### src/rtl/button_conditioner.sv
// button_conditioner: synchronise, debounce and classify a push-button into level and event pulses
module button_conditioner #(
  parameter int DEBOUNCE_CYCLES = 270000,
  parameter int LONG_PRESS_CYCLES = 27000000,
  parameter bit BTN_ACTIVE_LOW = 1'b1
) (
  input  logic clk,
  input  logic rst_n,
  input  logic btn,
  output logic btn_level,
  output logic press_pulse,
  output logic release_pulse,
  output logic short_click_pulse,
  output logic long_press_pulse
);
  localparam int DW = $clog2(DEBOUNCE_CYCLES + 1);
  localparam int HW = $clog2(LONG_PRESS_CYCLES);
  localparam logic IDLE_PIN = BTN_ACTIVE_LOW ? 1'b1 : 1'b0;
  typedef enum logic [1:0] {RELEASED, PRESSED, LONG_HELD} state_t;
  state_t state;
  logic s1, s2, s, db_done, rise, fall, hold_max;
  logic [DW-1:0] db_cnt;
  logic [HW-1:0] hold_cnt;
  assign s = s2 ^ IDLE_PIN;
  assign db_done = (s != btn_level) && (db_cnt == DW'(DEBOUNCE_CYCLES - 1));
  assign rise = db_done & s;
  assign fall = db_done & ~s;
  assign hold_max = hold_cnt == HW'(LONG_PRESS_CYCLES - 1);
  // two-flop synchroniser, idling at the released pin level
  always_ff @(posedge clk or negedge rst_n)
    if (!rst_n) {s1, s2} <= {IDLE_PIN, IDLE_PIN};
    else {s1, s2} <= {btn, s1};
  // debounce: level flips only after DEBOUNCE_CYCLES consecutive disagreeing samples
  always_ff @(posedge clk or negedge rst_n)
    if (!rst_n) begin
      db_cnt <= '0;
      btn_level <= 1'b0;
    end else begin
      db_cnt <= (s == btn_level || db_done) ? '0 : db_cnt + DW'(1);
      btn_level <= btn_level ^ db_done;
    end
  // hold FSM with registered event pulses; a release on the threshold edge counts as a short click
  always_ff @(posedge clk or negedge rst_n)
    if (!rst_n) begin
      state <= RELEASED;
      hold_cnt <= '0;
      press_pulse <= 1'b0;
      release_pulse <= 1'b0;
      short_click_pulse <= 1'b0;
      long_press_pulse <= 1'b0;
    end else begin
      press_pulse <= rise;
      release_pulse <= fall;
      short_click_pulse <= fall && state == PRESSED;
      long_press_pulse <= !fall && state == PRESSED && hold_max;
      case (state)
        RELEASED: if (rise) begin
          state <= PRESSED;
          hold_cnt <= '0;
        end
        PRESSED: if (fall) state <= RELEASED;
          else if (hold_max) state <= LONG_HELD;
          else hold_cnt <= hold_cnt + HW'(1);
        default: if (fall) state <= RELEASED;
      endcase
    end
endmodule
### config.mk
export PLATFORM = sky130hd
export DESIGN_NAME = button_conditioner
export DESIGN_NICKNAME = d
export VERILOG_FILES = /design/src/rtl/button_conditioner.sv
export SDC_FILE = /design/constraint.sdc
export NUM_CORES = 1
export LEC_CHECK = 0
export ABC_AREA = 1
export CAP_MARGIN = 20
export CORE_UTILIZATION = 36
export DETAILED_ROUTE_END_ITERATION = 8
export GPL_TIMING_DRIVEN = 0
export PLACE_DENSITY = 0.59
export SYNTH_ARGS = -nofsm -noshare
export SYNTH_HDL_FRONTEND = slang
export SYNTH_SLANG_ARGS = --single-unit
### constraint.sdc
create_clock -name clk -period 5.1 [get_ports clk]
set_input_delay 0.765 -clock clk [delete_from_list [all_inputs] [get_ports clk]]
set_output_delay 0.765 -clock clk [all_outputs]
set_load 0.005 [all_outputs]
# == Word-level counts from Yosys, hierarchy flattened ==
# Cells that the tools add are included.
# W data, S select, Z words.
# op_classes
n_addsub,2
eq_ne,9
n_bitwise,4
n_reduce_logical,11
mux,10
# op_table
operator,count
$mux W25,3
$pmux W25 S2,1
$add A25 B1 Y25 const B,1
$eq A25 B25 Y1 const B,1
$add A19 B1 Y19 const B,1
$eq A19 B19 Y1 const B,1
$mux W19,1
$mux W2,4
$ne A2 B2 Y1 const B,3
$logic_and A1 B1 Y1,4
$pmux W2 S2,1
$reduce_and A4 Y1,1
$ne A3 B3 Y1 const B,1
$reduce_and A3 Y1,1
$reduce_bool A3 Y1,1
$and A1 B1 Y1,2
$eq A2 B1 Y1 const B,1
$logic_not A2 Y1,1
$reduce_bool A2 Y1,1
$eq A1 B1 Y1,1
$logic_not A1 Y1,1
$logic_or A1 B1 Y1,1
$ne A1 B1 Y1,1
$not A1 Y1,1
$xor A1 B1 Y1,1
# word_totals
in_bits,3
output_inout_bits,5
reg_bits,53
word_cells,46

# == Longest topological paths before layout ==
# depth
depth_word,7
ltp_mapped,11
depth_no_buf,10

# == Worst setup path before layout ==
# No wires, ideal clock.
# synth_path
path_type,register to register
from,register db_cnt[0]
to,register hold_cnt[5]
setup_time_ns,0.117
period_less_slack_ns,1.713
n_path_buf,1
stages_incl_launch_ff,12
slack_ns,3.387
required_ns,4.983
arrival_ns,1.595
cell_sequence,dfrtp_1 -> ha_1 -> nand2_2 -> nor2_4 -> nand3_1 -> nor2_4 -> nand2_4 -> nand2_8 -> inv_4 -> buf_6 -> nand2_1 -> nand2_1
# synth_via
elab_chain_len,5
elab_cells_between_ends,7
classes_between,eq/ne: 3; bitwise: 2; reduce/logical: 2
# synth_rtl
element,line,rtl
from (decl),22,logic [DW-1:0] db_cnt;
from (signal assigned),39,db_cnt <= (s == btn_level || db_done) ? '0 : db_cnt + DW'(1);
$eq A19 B19 Y1 *,25,assign db_done = (s != btn_level) && (db_cnt == DW'(DEBOUNCE_CYCLES - 1));
$logic_and A1 B1 Y1 *,25,
$and A1 B1 Y1 (on tied branches),"27, 26",
$ne A2 B2 Y1 (no source line),-,
$reduce_and A4 Y1 (no source line) *,-,
to (signal assigned),63,else hold_cnt <= hold_cnt + HW'(1);
to (decl),23,logic [HW-1:0] hold_cnt;
# Mark *: on every way between the ends. The rest lies on a longest branch, timed or not.
# A chain may end at the register's enable or synchronous reset.

# == Worst setup path in the final report ==
# layout_path
from,register btn_level
to,output port btn_level
# layout_rtl
element,line,rtl
from (decl),10,"output logic btn_level,"
from (signal assigned),40,btn_level <= btn_level ^ db_done;
# No word-level cell between the ends.

==> flow_metrics.py <==
metrics = {
    "timing": {
        "tightestPinTransition_ns": 0.537,
        "maxSlewHeadroom_pct": 63.9,
        "drv_slew": 0,
        "period_needed_ns": 2.04,
        "min_period_over_period_pct": 40.1,
        "grt_setup_unrepaired": "no",
        "finalSetupTns_ns": 0,
        "finalSetupViolations": 0,
        "hold_slack_ns": 0.363,
        "clock-skew-final_ns": 0.0125,
        "final_hold_viol_count": 0,
        "clock.fmax_mhz": 490,
        "finalWorstSetupSlack_ns": 3.06,
    },
    "drt": {
        "detail_route.wirelength.met1_mm": 3.40,
        "routed_wirelength_mm": 7.02,
        "drtAntennaViolNets": 0,
        "routed_via_density": 4.85,
        "maxUsedRoutingLayer": "met4",
        "wl_per_cell_um": 12.7,
        "wl_met2_mm": 3.32,
        "wl_met3_um": 173,
        "route.detailed.drc": 0,
        "detailed_routing_iteration_count_for_the_pre_antenna_repair_pass": 4,
        "vias": 2684,
        "initialDrtViolationCount": 77,
    },
    "critical_path": {
        "setup.worst_path.start": "btn_level$_DFF_PN0_",
        "type_of_origin_of_the_critical_path": "flop",
        "crit_buf_inv": 1,
        "critPathSlowestCell": "clkdlybuf4s50_1",
        "worstRegToRegCells": 11,
        "worstPathRequired_ns": 4.34,
        "worst-endpoint-arrival_ns": 1.28,
        "r2r-end": "hold_cnt[18]$_DFFE_PN0P_",
        "worst-path-max-fanout": 6,
        "crit_path_to": "btn_level",
        "timing.critical_path.cells": "clkdlybuf4s50_1",
        "cp_num_cells": 1,
        "worst_setup_path_end_kind": "output port",
        "crit_path_max_incr_delay_ns": 0.53,
        "path_delay_family": "buffers and inverters",
        "crit-reg2reg-launch": "db_cnt[0]$_DFF_PN0_",
        "criticalPathCategory": "reg -> out",
        "regToRegSetupSlack_ns": 3.09,
    },
    "yosys": {
        "yosys_warnings": 0,
        "yosys-top-cells-count": "nand2_1 (134), nor2_1 (73), dfrtp_1 (51), nand3_1 (48), inv_1 (40)",
        "dominantRegCellSynth": "dfrtp_1",
        "yosysMostFrequentCell": "nand2_1",
        "synth_largest_area_cell": "dfrtp_1",
        "synth.area.top_cells": "dfrtp_1 (40%), nand2_1 (16%), nor2_1 (8.7%)",
        "post_synth_num_cell_types": 29,
        "synth_area_per_cell_um2": 7.30,
        "number_of_synthesized_register_bits": 53,
        "synth_nets": 437,
        "asyncSetResetFlopFracSynth_pct": 100,
        "postSynthCellCount": 432,
        "seq_area_frac_synth_pct": 42.2,
        "synth_edf_count": 0,
        "netlist_area_um2": 3150,
        "synth.top_cell.area_share_pct": 40.5,
    },
    "clock_tree": {
        "cts_tree": "done",
        "cts_root_buf": "clkbuf_8",
        "cts_inserted_buffers": 5,
        "cts-resized-gates": 0,
        "path_clk_slew_ns": 0.10,
        "clk-insertion-delay-late_ns": 0.31,
        "post-cts-setup-buffers": 0,
        "cts_htree_levels": 2,
        "cts.path.max_buffers": 2,
        "cts.sinks": 53,
        "holdBufCountCts": 0,
    },
    "power_and_ir_drop": {
        "power.static_leakage_nw": 1.58,
        "power.density_cell_area_nw_per_um2": 214,
        "irDropWorstVdd_mv": 0.109,
    },
    "floorplan": {
        "design.core.area_um2": 8340,
        "dieArea_um2": 9130,
        "floorplan.initialDensity_pct": 37.8,
        "placementRows": 33,
        "chipWidth_um": 95.6,
        "io-pin-count": 8,
        "fp.dieH_um": 95.6,
    },
    "placement": {
        "buffer_ports.inserted": 7,
        "place.detailed.hpwl_mm": 5.36,
        "dpl_worst_slack_ns": 3.10,
        "detailed_place.area_um2": 3370,
        "finalWeightedCongestion": 0.851,
    },
    "global_routing": {
        "antenna_found_initial": 0,
        "global_route_wire_length_before_repair_mm": 12.3,
        "grt_start_max_net_pins": 35,
        "grt_use_total_pct": 17.3,
        "global_route.overflow_total": 0,
        "first_global_vias": 2569,
    },
    "layout": {
        "final_design_area_no_fill_um2": 3490,
        "number_of_diodes": 0,
        "synthToLayoutAreaGrowth_pct": 10.7,
        "n_fill_cell": 861,
        "finalNetCount": 452,
        "drive_above_1_share_pct": 8.04,
    },
    "status": {
        "status": "complete, no violations",
    },
    "run": {
        "drv.max_cap_violation_count": 0,
    },
    "hold_path": {
        "min_path_type": "reg -> reg",
    },
}
## registers in the layout, summed over array words and instances (netlist names)
name,cells
s1,1
hold_cnt,25
short_click_pulse,1
long_press_pulse,1
btn_level,1
press_pulse,1
state,2
db_cnt,19
s2,1
release_pulse,1
## cells in the final DEF (no fill, tap or decap)
master and instances:
bufinv_16 1, and3_1 1, nor3b_1 4, nand3_1 48, clkdlybuf4s50_1 6, ha_1 2
dfstp_2 2, o21ai_0 3, nor2_2 2, and2_1 2, nor3_1 9, nand2_8 1
xor2_1 18, dfrtp_1 51, nand3b_1 2, buf_12 1, nor2_1 73, nor2_4 4
nand3_2 2, buf_2 3, clkinvlp_4 1, xnor2_1 5, nand2_1 134, nand4_1 10
buf_6 4, nand3_4 1, nand2_4 1, nand2_2 3, o21ai_2 1, a21oi_1 4
clkbuf_8 6, inv_2 2, inv_1 40, inv_4 1
## per-stage QoR
step	util (%)	instances	total power [mW]
after global placement	40.2	544	0.452
final	41.8	553	0.746
after floorplan	-	432	0.440
after detailed placement	40.4	545	0.454
after global routing	41.8	553	0.777
after CTS	41.8	553	0.759
## cells by family after synthesis
logic type,Yosys count,synth area share [%]
XOR/XNOR,23,6.39
adder cells (fa/ha/maj),2,0.794
flip-flops,53,42.2
AND/OR/NAND/NOR,297,42.3
AO/OA/AOI/OAI,8,1.39
buffers and inverters,49,6.95
## area by class of cell
| cell class | count | area (um^2) | share of cell area (%) |
|---|---|---|---|
| Sequential cell | 53 | 1330 | 38.1 |
| Clock inverter | 2 | 37.5 | 1.08 |
| Buffer | 6 | 55.1 | 1.58 |
| Clock buffer | 6 | 82.6 | 2.37 |
| Inverter | 43 | 164 | 4.70 |
| Multi-Input combinational cell | 330 | 1600 | 46.0 |
| Tap cell | 105 | 131 | 3.77 |
| Timing Repair Buffer | 8 | 85.1 | 2.44 |
## where the power goes
group / switching (mW) / internal, mW / leakage, nW / total (mW)
Combinational: 0.0136 / 0.00531 / 0.787 / 0.0189
Clock: 0.141 / 0.160 / 0.0574 / 0.301
Sequential: 0.00283 / 0.423 / 0.731 / 0.426
## worst min path at each step
stage / start / end / slack [ns] / cells past startpoint
finish: s1$_DFF_PN1_ / s2$_DFF_PN1_ / 0.36 / 0
global route: s1$_DFF_PN1_ / s2$_DFF_PN1_ / 0.37 / 0
detailed placement: s1$_DFF_PN1_ / s2$_DFF_PN1_ / 0.35 / 0
global placement: s1$_DFF_PN1_ / s2$_DFF_PN1_ / 0.35 / 0
CTS: s1$_DFF_PN1_ / s2$_DFF_PN1_ / 0.37 / 0
floorplan: s1$_DFF_PN1_ / s2$_DFF_PN1_ / 0.35 / 0
## metal layers
layer | vias to the layer above | global-route usage, %
met5 | - | 0
met4 | 0 | 5.22
met3 | 13 | 2.87
met2 | 36 | 28.6
met1 | 1248 | 23.0
li1 | 1387 | -
Power figures use the tool's default switching activity.
